File: config.mk
export PLATFORM = sky130hd
export DESIGN_NAME = clk_div_meter
export DESIGN_NICKNAME = d
export VERILOG_FILES = /design/src/rtl/clk_div_meter.sv
export SDC_FILE = /design/constraint.sdc
export NUM_CORES = 1
export LEC_CHECK = 0
export ABC_AREA = 1
export BUFFER_PORTS_ARGS = -buffer_cell sky130_fd_sc_hd__buf_2
export CAP_MARGIN = 10
export CORE_ASPECT_RATIO = 0.7
export CORE_UTILIZATION = 40
export DETAILED_ROUTE_END_ITERATION = 12
export GPL_ROUTABILITY_DRIVEN = 1
export PLACE_DENSITY = 0.65
export SYNTH_ARGS = -nofsm -noshare
export SYNTH_HDL_FRONTEND = slang
export SYNTH_SLANG_ARGS = --single-unit
File: constraint.sdc
create_clock -name clk -period 3.36 [get_ports clk]
set_clock_uncertainty 0.15 [all_clocks]
set_input_delay 0.504 -clock clk [delete_from_list [all_inputs] [get_ports clk]]
set_output_delay 0.504 -clock clk [all_outputs]
set_load 0.05 [all_outputs]
File: src/rtl/clk_div_meter.sv
// clk_div_meter: receive-side checker for divided clocks.
//
// Samples a divided clock (sig_in) on clk and measures its period and high time
// in clk cycles. Publishes both with a one-cycle meas_valid strobe at every
// rising edge that closes a full period. It raises locked after LOCK_CNT
// consecutive equal periods. It raises stall when no rising edge arrives before
// the period counter saturates.
//
// Ports:
//   clk         reference clock (same clock that feeds the divider under test)
//   rst         asynchronous active-low reset
//   sig_in      divided clock under test, asynchronous to clk
//   period_out  last measured period, clk cycles
//   high_out    last measured high time, clk cycles
//   meas_valid  one-cycle pulse when period_out/high_out update
//   locked      period stable for LOCK_CNT consecutive measurements
//   stall       no rising edge seen before the period counter saturated
//   duty_err    (only with CLK_DIV_METER_DUTY_CHECK_EN) |2*high - period| > 1
//
// Optional feature macro: CLK_DIV_METER_DUTY_CHECK_EN adds the duty_err output.
//
// state  | meaning
// WAIT   | no reference rising edge yet (after reset or stall); nothing to publish
// HIGH   | rising edge seen, counting the high phase
// LOW    | falling edge seen, high time held in hi_tmp, waiting for the next rise

module clk_div_meter #(
  parameter int CNT_W    = 8,
  parameter int LOCK_CNT = 4
) (
  input  logic             clk,
  input  logic             rst,
  input  logic             sig_in,
  output logic [CNT_W-1:0] period_out,
  output logic [CNT_W-1:0] high_out,
  output logic             meas_valid,
  output logic             locked,
`ifdef CLK_DIV_METER_DUTY_CHECK_EN
  output logic             duty_err,
`endif
  output logic             stall
);

  localparam int MATCH_W = (LOCK_CNT > 2) ? $clog2(LOCK_CNT) : 1;
  localparam logic [CNT_W-1:0]   CNT_MAX   = '1;
  localparam logic [CNT_W-1:0]   CNT_ONE   = CNT_W'(1);
  localparam logic [MATCH_W-1:0] MATCH_TOP = MATCH_W'(LOCK_CNT - 1);

  typedef enum logic [1:0] {
    ST_WAIT = 2'd0,
    ST_HIGH = 2'd1,
    ST_LOW  = 2'd2
  } state_t;

  state_t             state_q, state_d;
  logic               s1_q, s1_d, s2_q, s2_d, s3_q, s3_d;
  logic [CNT_W-1:0]   cnt_q, cnt_d;
  logic [CNT_W-1:0]   hi_tmp_q, hi_tmp_d;
  logic [CNT_W-1:0]   period_q, period_d;
  logic [CNT_W-1:0]   high_q, high_d;
  logic               meas_valid_q, meas_valid_d;
  logic               locked_q, locked_d;
  logic               stall_q, stall_d;
  logic [MATCH_W-1:0] match_q, match_d;
  logic               have_prev_q, have_prev_d;

  logic rise, fall, publish, stall_evt;

  always_comb begin
    s1_d = sig_in;
    s2_d = s1_q;
    s3_d = s2_q;
    rise = s2_q & ~s3_q;
    fall = ~s2_q & s3_q;

    if (rise)                 cnt_d = CNT_ONE;
    else if (cnt_q != CNT_MAX) cnt_d = cnt_q + 1'b1;
    else                      cnt_d = cnt_q;

    state_d      = state_q;
    hi_tmp_d     = hi_tmp_q;
    period_d     = period_q;
    high_d       = high_q;
    meas_valid_d = 1'b0;
    locked_d     = locked_q;
    stall_d      = stall_q;
    match_d      = match_q;
    have_prev_d  = have_prev_q;
    publish      = 1'b0;
    stall_evt    = 1'b0;

    // Stall fires on the edge where cnt enters all-ones, so a period that
    // would reach saturation is never published.
    case (state_q)
      ST_WAIT: begin
        if (rise) begin
          state_d = ST_HIGH;
          stall_d = 1'b0;
        end
      end
      ST_HIGH: begin
        // A rise without an intervening fall is a sub-cycle glitch; close the
        // period as if the low phase had been seen.
        if (rise)                  publish   = 1'b1;
        else if (cnt_d == CNT_MAX) stall_evt = 1'b1;
        else if (fall) begin
          hi_tmp_d = cnt_q;
          state_d  = ST_LOW;
        end
      end
      ST_LOW: begin
        if (rise)                  publish   = 1'b1;
        else if (cnt_d == CNT_MAX) stall_evt = 1'b1;
      end
      default: state_d = ST_WAIT;
    endcase

    if (publish) begin
      state_d      = ST_HIGH;
      period_d     = cnt_q;
      high_d       = hi_tmp_q;
      meas_valid_d = 1'b1;
      have_prev_d  = 1'b1;
      // have_prev is cleared by reset and stall, so the first publish after
      // either always counts as a mismatch.
      if (have_prev_q && (cnt_q == period_q)) begin
        if (match_q != MATCH_TOP) match_d = match_q + 1'b1;
      end else begin
        match_d = '0;
      end
      locked_d = (match_d == MATCH_TOP);
    end

    if (stall_evt) begin
      state_d     = ST_WAIT;
      stall_d     = 1'b1;
      locked_d    = 1'b0;
      match_d     = '0;
      have_prev_d = 1'b0;
    end
  end

  always_ff @(posedge clk or negedge rst) begin
    if (!rst) begin
      state_q      <= ST_WAIT;
      s1_q         <= 1'b0;
      s2_q         <= 1'b0;
      s3_q         <= 1'b0;
      cnt_q        <= '0;
      hi_tmp_q     <= '0;
      period_q     <= '0;
      high_q       <= '0;
      meas_valid_q <= 1'b0;
      locked_q     <= 1'b0;
      stall_q      <= 1'b0;
      match_q      <= '0;
      have_prev_q  <= 1'b0;
    end else begin
      state_q      <= state_d;
      s1_q         <= s1_d;
      s2_q         <= s2_d;
      s3_q         <= s3_d;
      cnt_q        <= cnt_d;
      hi_tmp_q     <= hi_tmp_d;
      period_q     <= period_d;
      high_q       <= high_d;
      meas_valid_q <= meas_valid_d;
      locked_q     <= locked_d;
      stall_q      <= stall_d;
      match_q      <= match_d;
      have_prev_q  <= have_prev_d;
    end
  end

  assign period_out = period_q;
  assign high_out   = high_q;
  assign meas_valid = meas_valid_q;
  assign locked     = locked_q;
  assign stall      = stall_q;

`ifdef CLK_DIV_METER_DUTY_CHECK_EN
  // One extra bit so 2*high cannot overflow; the magnitude is taken unsigned.
  logic [CNT_W:0] high2, per_x, duty_diff;
  logic           duty_err_q, duty_err_d;

  always_comb begin
    high2     = {hi_tmp_q, 1'b0};
    per_x     = {1'b0, cnt_q};
    duty_diff = (high2 >= per_x) ? (high2 - per_x) : (per_x - high2);
    duty_err_d = duty_err_q;
    if (publish) duty_err_d = (duty_diff > (CNT_W+1)'(1));
  end

  always_ff @(posedge clk or negedge rst) begin
    if (!rst) duty_err_q <= 1'b0;
    else      duty_err_q <= duty_err_d;
  end

  assign duty_err = duty_err_q;
`endif

endmodule
# Yosys cells after proc, flatten, opt, wreduce, memory -nomap -nowiden
# Cells that the tools add are included.
dict set report op_classes {
  muxes 27
  eq_ne 12
  add_sub_neg 2
  bitwise_logic 6
  n_reduce_logical 9
}
# op count
set ops {}
lappend ops {{2-bit 2-to-1 mux} 11}
lappend ops {{8-bit 2-to-1 mux} 2}
lappend ops {{4-bit != test, second input constant} 4}
lappend ops {{1-bit 2-to-1 mux} 13}
lappend ops {{8-bit by 1-bit adder with 8-bit output, second input constant} 1}
lappend ops {{8-bit equality test} 1}
lappend ops {{8-bit equality test, second input constant} 1}
lappend ops {{8-bit != test, second input constant} 1}
lappend ops {{2-bit one-hot mux with 3 select lines} 1}
lappend ops {{2-bit nonzero test} 3}
lappend ops {{5-bit AND reduction} 1}
lappend ops {{2-bit equality test, second input constant} 2}
lappend ops {{1-bit inverter} 4}
lappend ops {{4-bit AND reduction} 1}
lappend ops {{3-bit != test, second input constant} 1}
lappend ops {{2-bit by 1-bit adder with 2-bit output, second input constant} 1}
lappend ops {{1-bit bitwise AND} 2}
lappend ops {{2-bit by 1-bit equality test with 1-bit output, second input constant} 1}
lappend ops {{2-bit logical NOT} 1}
lappend ops {{2-bit != test, second input constant} 1}
lappend ops {{2-bit AND reduction} 1}
lappend ops {{2-bit OR reduction} 1}
lappend ops {{1-bit logical AND} 1}
dict set report word_totals {
  elab_cells 69
  in_bits 3
  register_bits 43
}

# Logic depth before layout (Yosys ltp)
dict set report depth {
  depth_word 9
  depth_mapped 15
  depth_no_buf 15
}

# Worst setup path after synthesis
# OpenSTA, ideal clock, no wires.
dict set report synth_timing {
  path_type {flip-flop to flip-flop}
  start {register cnt_q[1]}
  end {register hi_tmp_q[7]}
  n_path_buf 1
  period_less_slack_ns 2.029
  setup_slack_ns 1.331
  arrival_time_ns 1.762
  setup_ns 0.118
  stages_incl_launch_ff 16
  cell_sequence {dfrtp_1 ha_1 nand2_2 nor2_4 nand2_4 nand2_1 nand2_1 nor2_2 nand2_1 nor2_2 nand2_1 nand2_2 nor2_4 buf_8 nand2_1 o21ai_2}
}
dict set report synth_via {
  elab_chain_cells 6
  elab_cells_between_ends 7
  classes_between {add/sub: 1; eq/ne: 2; mux: 2; bitwise: 1; reduce/logical: 1}
}
# element line
set synth_lines {}
lappend synth_lines {{start: declaration} 57} ;# logic [CNT_W-1:0] cnt_q, cnt_d;
lappend synth_lines {{start signal: assignment} 163} ;# cnt_q <= cnt_d;
lappend synth_lines {{8-bit by 1-bit adder with 8-bit output or 8-bit != test (tied branches)} 77} ;# else if (cnt_q != CNT_MAX) cnt_d = cnt_q + 1'b1;
lappend synth_lines {{8-bit 2-to-1 mux (*)} 77}
lappend synth_lines {{8-bit 2-to-1 mux (*)} 76} ;# if (rise) cnt_d = CNT_ONE;
lappend synth_lines {{via cnt_d[1]} 57}
lappend synth_lines {{8-bit equality test (*)} 105} ;# else if (cnt_d == CNT_MAX) stall_evt = 1'b1;
lappend synth_lines {{1-bit inverter (no line) (*)} -}
lappend synth_lines {{4-bit AND reduction (no line) (*)} -}
lappend synth_lines {{end signal: assignment} 164} ;# hi_tmp_q <= hi_tmp_d;
lappend synth_lines {{end: declaration} 58} ;# logic [CNT_W-1:0] hi_tmp_q, hi_tmp_d;
# Mark *: on every way through the listed nets, which the timed path passes. The rest lies on a longest branch.
# A chain may end at the register's enable or synchronous reset.

# Worst setup path after layout
dict set report layout_timing {
  start {register cnt_q[1]}
  end {register hi_tmp_q[0]}
}
dict set report layout_via {
  elab_chain_cells 6
  elab_cells_between_ends 7
  classes_between {add/sub: 1; eq/ne: 2; mux: 2; bitwise: 1; reduce/logical: 1}
}
# element line
set layout_lines {}
lappend layout_lines {{8-bit != test} 77}
lappend layout_lines {{8-bit 2-to-1 mux} 77}
lappend layout_lines {{8-bit 2-to-1 mux} 76}
lappend layout_lines {{via cnt_d[0]} 57}
lappend layout_lines {{8-bit equality test} 105}
lappend layout_lines {{1-bit inverter (no line)} -}
lappend layout_lines {{4-bit AND reduction (no line)} -}
# The timed path passes the listed nets, and every way through them passes these cells.

==> impl_metrics.env <==
export IMPL_outcome="finished clean"
export IMPL_synth_common_cells="nand2_1, dfrtp_1, inv_1"
export IMPL_slowest_delay_ps=500
export IMPL_post_drt_wl_per_cell_um=12.1
export IMPL_num_vias=1642
export IMPL_cp_buffers_inverters=0
export IMPL_combPwrFrac_pct=38.8
export IMPL_drive_gt1_share_pct=20.6
export IMPL_antenna_cells=0
export IMPL_vias_per_cell=4.82
export IMPL_synthArstFlopShare_pct=100
export IMPL_cellLeakagePower_nw=1.23
export IMPL_slew_viol_final=0
export IMPL_crit_path_start_kind="flop"
export IMPL_post_cts_buffers=0
export IMPL_area_growth_pct=12.3
export IMPL_cp_end_kind="flop"
export IMPL_clockBufferDepth=2
export IMPL_layout_min_cycle_time_ps=2370
export IMPL_critical_path_top_delay_family="simple AND/OR/NAND/NOR gates"
export IMPL_grt_first_pass_wirelength_mm=7.14
export IMPL_synth_area_leaders="dfrtp_1, nand2_1, inv_1"
export IMPL_final_period_utilization_pct=70.5
export IMPL_cts_tree="done"
export IMPL_cap_viol_max_count=0
export IMPL_netSwitchingFraction_pct=42.7
export IMPL_gr_usage_all_layers_pct=17.2
export IMPL_grt_max_degree=44
export IMPL_drc_errors=0
export IMPL_hold_viol=0
export IMPL_cp_max_fo=16
export IMPL_ctsHoldBuffers=0
export IMPL_hp_class="primary input to flop"
export IMPL_path_cells="ha_1 > nand2_2 > nor2_4 > nand2_4 > nand2_1 > nand3_1 > nand2_1 > nor2_2 > nand2_1 > nand2_2 > nor2_4 > nand2_1 > o21ai_2"
export IMPL_dieArea_mm2=0.00557
export IMPL_syn_nets=256
export IMPL_critPathRequiredTime_ps=3440
export IMPL_drtIter0Drc=105
export IMPL_overflow=0
export IMPL_clk_latency_ps=300
export IMPL_cp_startpoint="cnt_q[1]"
export IMPL_ir_drop_mv=0.398
export IMPL_fmax_ghz=0.422
export IMPL_final_nets=280
export IMPL_synth_most_common_cell="nand2_1"
export IMPL_ant_nets=0
export IMPL_slew_headroom_pct=37.6
export IMPL_routabilityCongestion=0.905
export IMPL_intPower_mw=0.982
export IMPL_syn_avg_cell_area_um2=8.50
export IMPL_synth_top_area_cell="dfrtp_1"
export IMPL_cpMostUsedCell="nand2_1"
export IMPL_pin_count=22
export IMPL_clock_power_share_pct=19.3
export IMPL_worstPathArrival_ps=2450
export IMPL_dp_hpwl_mm=3.03
export IMPL_min_from="sig_in"
export IMPL_wl_mm=4.13
export IMPL_worst_path_max_delay_cell="dfrtp_1"
export IMPL_coreArea_mm2=0.00491
export IMPL_totalPowerFinal_mw=1.71
export IMPL_htree_levels=2
export IMPL_sequentialPowerShare_pct=41.9
export IMPL_layout_setup_ws_ps=993
export IMPL_power_switching_mw=0.731
export IMPL_syn_inst=248
export IMPL_tns_ps=0
export IMPL_final_core_util_pct=48.2
export IMPL_ys_types=28
export IMPL_numClockSinks=43
export IMPL_ys_seq_elements=43
export IMPL_die_h_um=62.7
export IMPL_cts_buffers=5
export IMPL_rsz0062_at_grt="no"
export IMPL_yosys_area_top_type_share_pct=51.0
export IMPL_grt_antenna_before_repair=0
export IMPL_netlist_area_mm2=0.00211
export IMPL_hold_ws_ps=171
export IMPL_io_buffers=21
export IMPL_drt_first_pass_iters=4
export IMPL_powerDensity_mw_per_mm2=724
export IMPL_place_ws_ps=1030
export IMPL_synth_edff_count=0
export IMPL_grt_pass1_vias=1518
export IMPL_setup_viol=0
export IMPL_cts_resized=0
export IMPL_worst_slew_pin_slew_ps=936
export IMPL_core_rowCount=21
export IMPL_r2r_start="cnt_q[1]"
export IMPL_worst_setup_path_type="flop to flop"
export IMPL_clk_pin_slew_ps=80
export IMPL_synth_seq_area_share_pct=51.0
export IMPL_initial_core_util_pct=42.9
export IMPL_die_w_um=88.8
export IMPL_synthFlopType="dfrtp_1"
export IMPL_root_buffer="clkbuf_8"
export IMPL_ys_warn_count=0
[power by group through the flow]
stage,Sequential (mW),Combinational (mW),Clock (mW)
global route,0.732,0.749,0.364
CTS,0.718,0.666,0.343
floorplan,0.862,0.367,0
global placement,0.724,0.659,0
detailed placement,0.727,0.662,0
finish,0.718,0.665,0.330
[flip-flops by register name, indices dropped and copies added, names as in the netlist, 2 cells and up]
register and flops:
cnt_q 8, hi_tmp_q 8, high_out 8, match_q 2, period_out 8, state_q 2
[final timing paths]
path	to	depth (start not counted)	slack (ps)
min in group asynchronous	locked	1	190
max in group asynchronous	s3_q	1	2270
max reg2reg	hi_tmp_q[0]	13	990
min reg2reg	s2_q	0	200
max	hi_tmp_q[0]	13	990
min	s1_q	1	170
[final cells by class]
type / instances / area [µm²]
Fill cell: 487 / 2550
Inverter: 38 / 143
Clock inverter: 1 / 5.00
Clock buffer: 6 / 82.6
Tap cell: 69 / 86.3
Multi-Input combinational cell: 161 / 855
Timing Repair Buffer: 23 / 120
Sequential cell: 43 / 1080
[stage by stage]
step,std cells,instance area (µm²)
6_report,341,2370
3_3_place_gp,334,2280
2_1_floorplan,248,2110
4_1_cts,341,2370
5_1_grt,341,2370
3_5_place_dp,334,2280
[logic make-up (layout without fill, tap and decap cells)]
logic type / count (synthesis) / count (layout) / synth area share [%]
and+or+nand+nor: 113 / 113 / 24.8
AOI/OAI and AO/OA: 39 / 39 / 11.1
xor gates and xnor gates: 4 / 4 / 1.66
buffers and inverters: 44 / 68 / 8.43
DFF: 43 / 43 / 51.0
adders and majority gates: 5 / 5 / 2.97
[routing by layer]
layer,global-route usage (%),share of wire (%),vias up,wire length (µm)
met4,7.46,2.0,0,84
li1,-,-,820,-
met2,22.2,40,37,1650
met3,4.10,3.9,10,162
met1,26.8,54,775,2240
met5,0,0,-,0
[placed cells by master, fill, tap and decap left out, types with 4 or more instances in the layout]
cell type | netlist | final
buf_2 | 1 | 21
clkbuf_8 | 0 | 6
nand2_2 | 4 | 4
nand3_1 | 10 | 10
nand3_2 | 4 | 4
ha_1 | 5 | 5
nand2_1 | 69 | 69
nor2_1 | 13 | 13
o21ai_2 | 8 | 8
inv_1 | 36 | 36
o21ai_0 | 26 | 26
dfrtp_1 | 43 | 43
No activity file was read; power rests on OpenSTA's default activity.
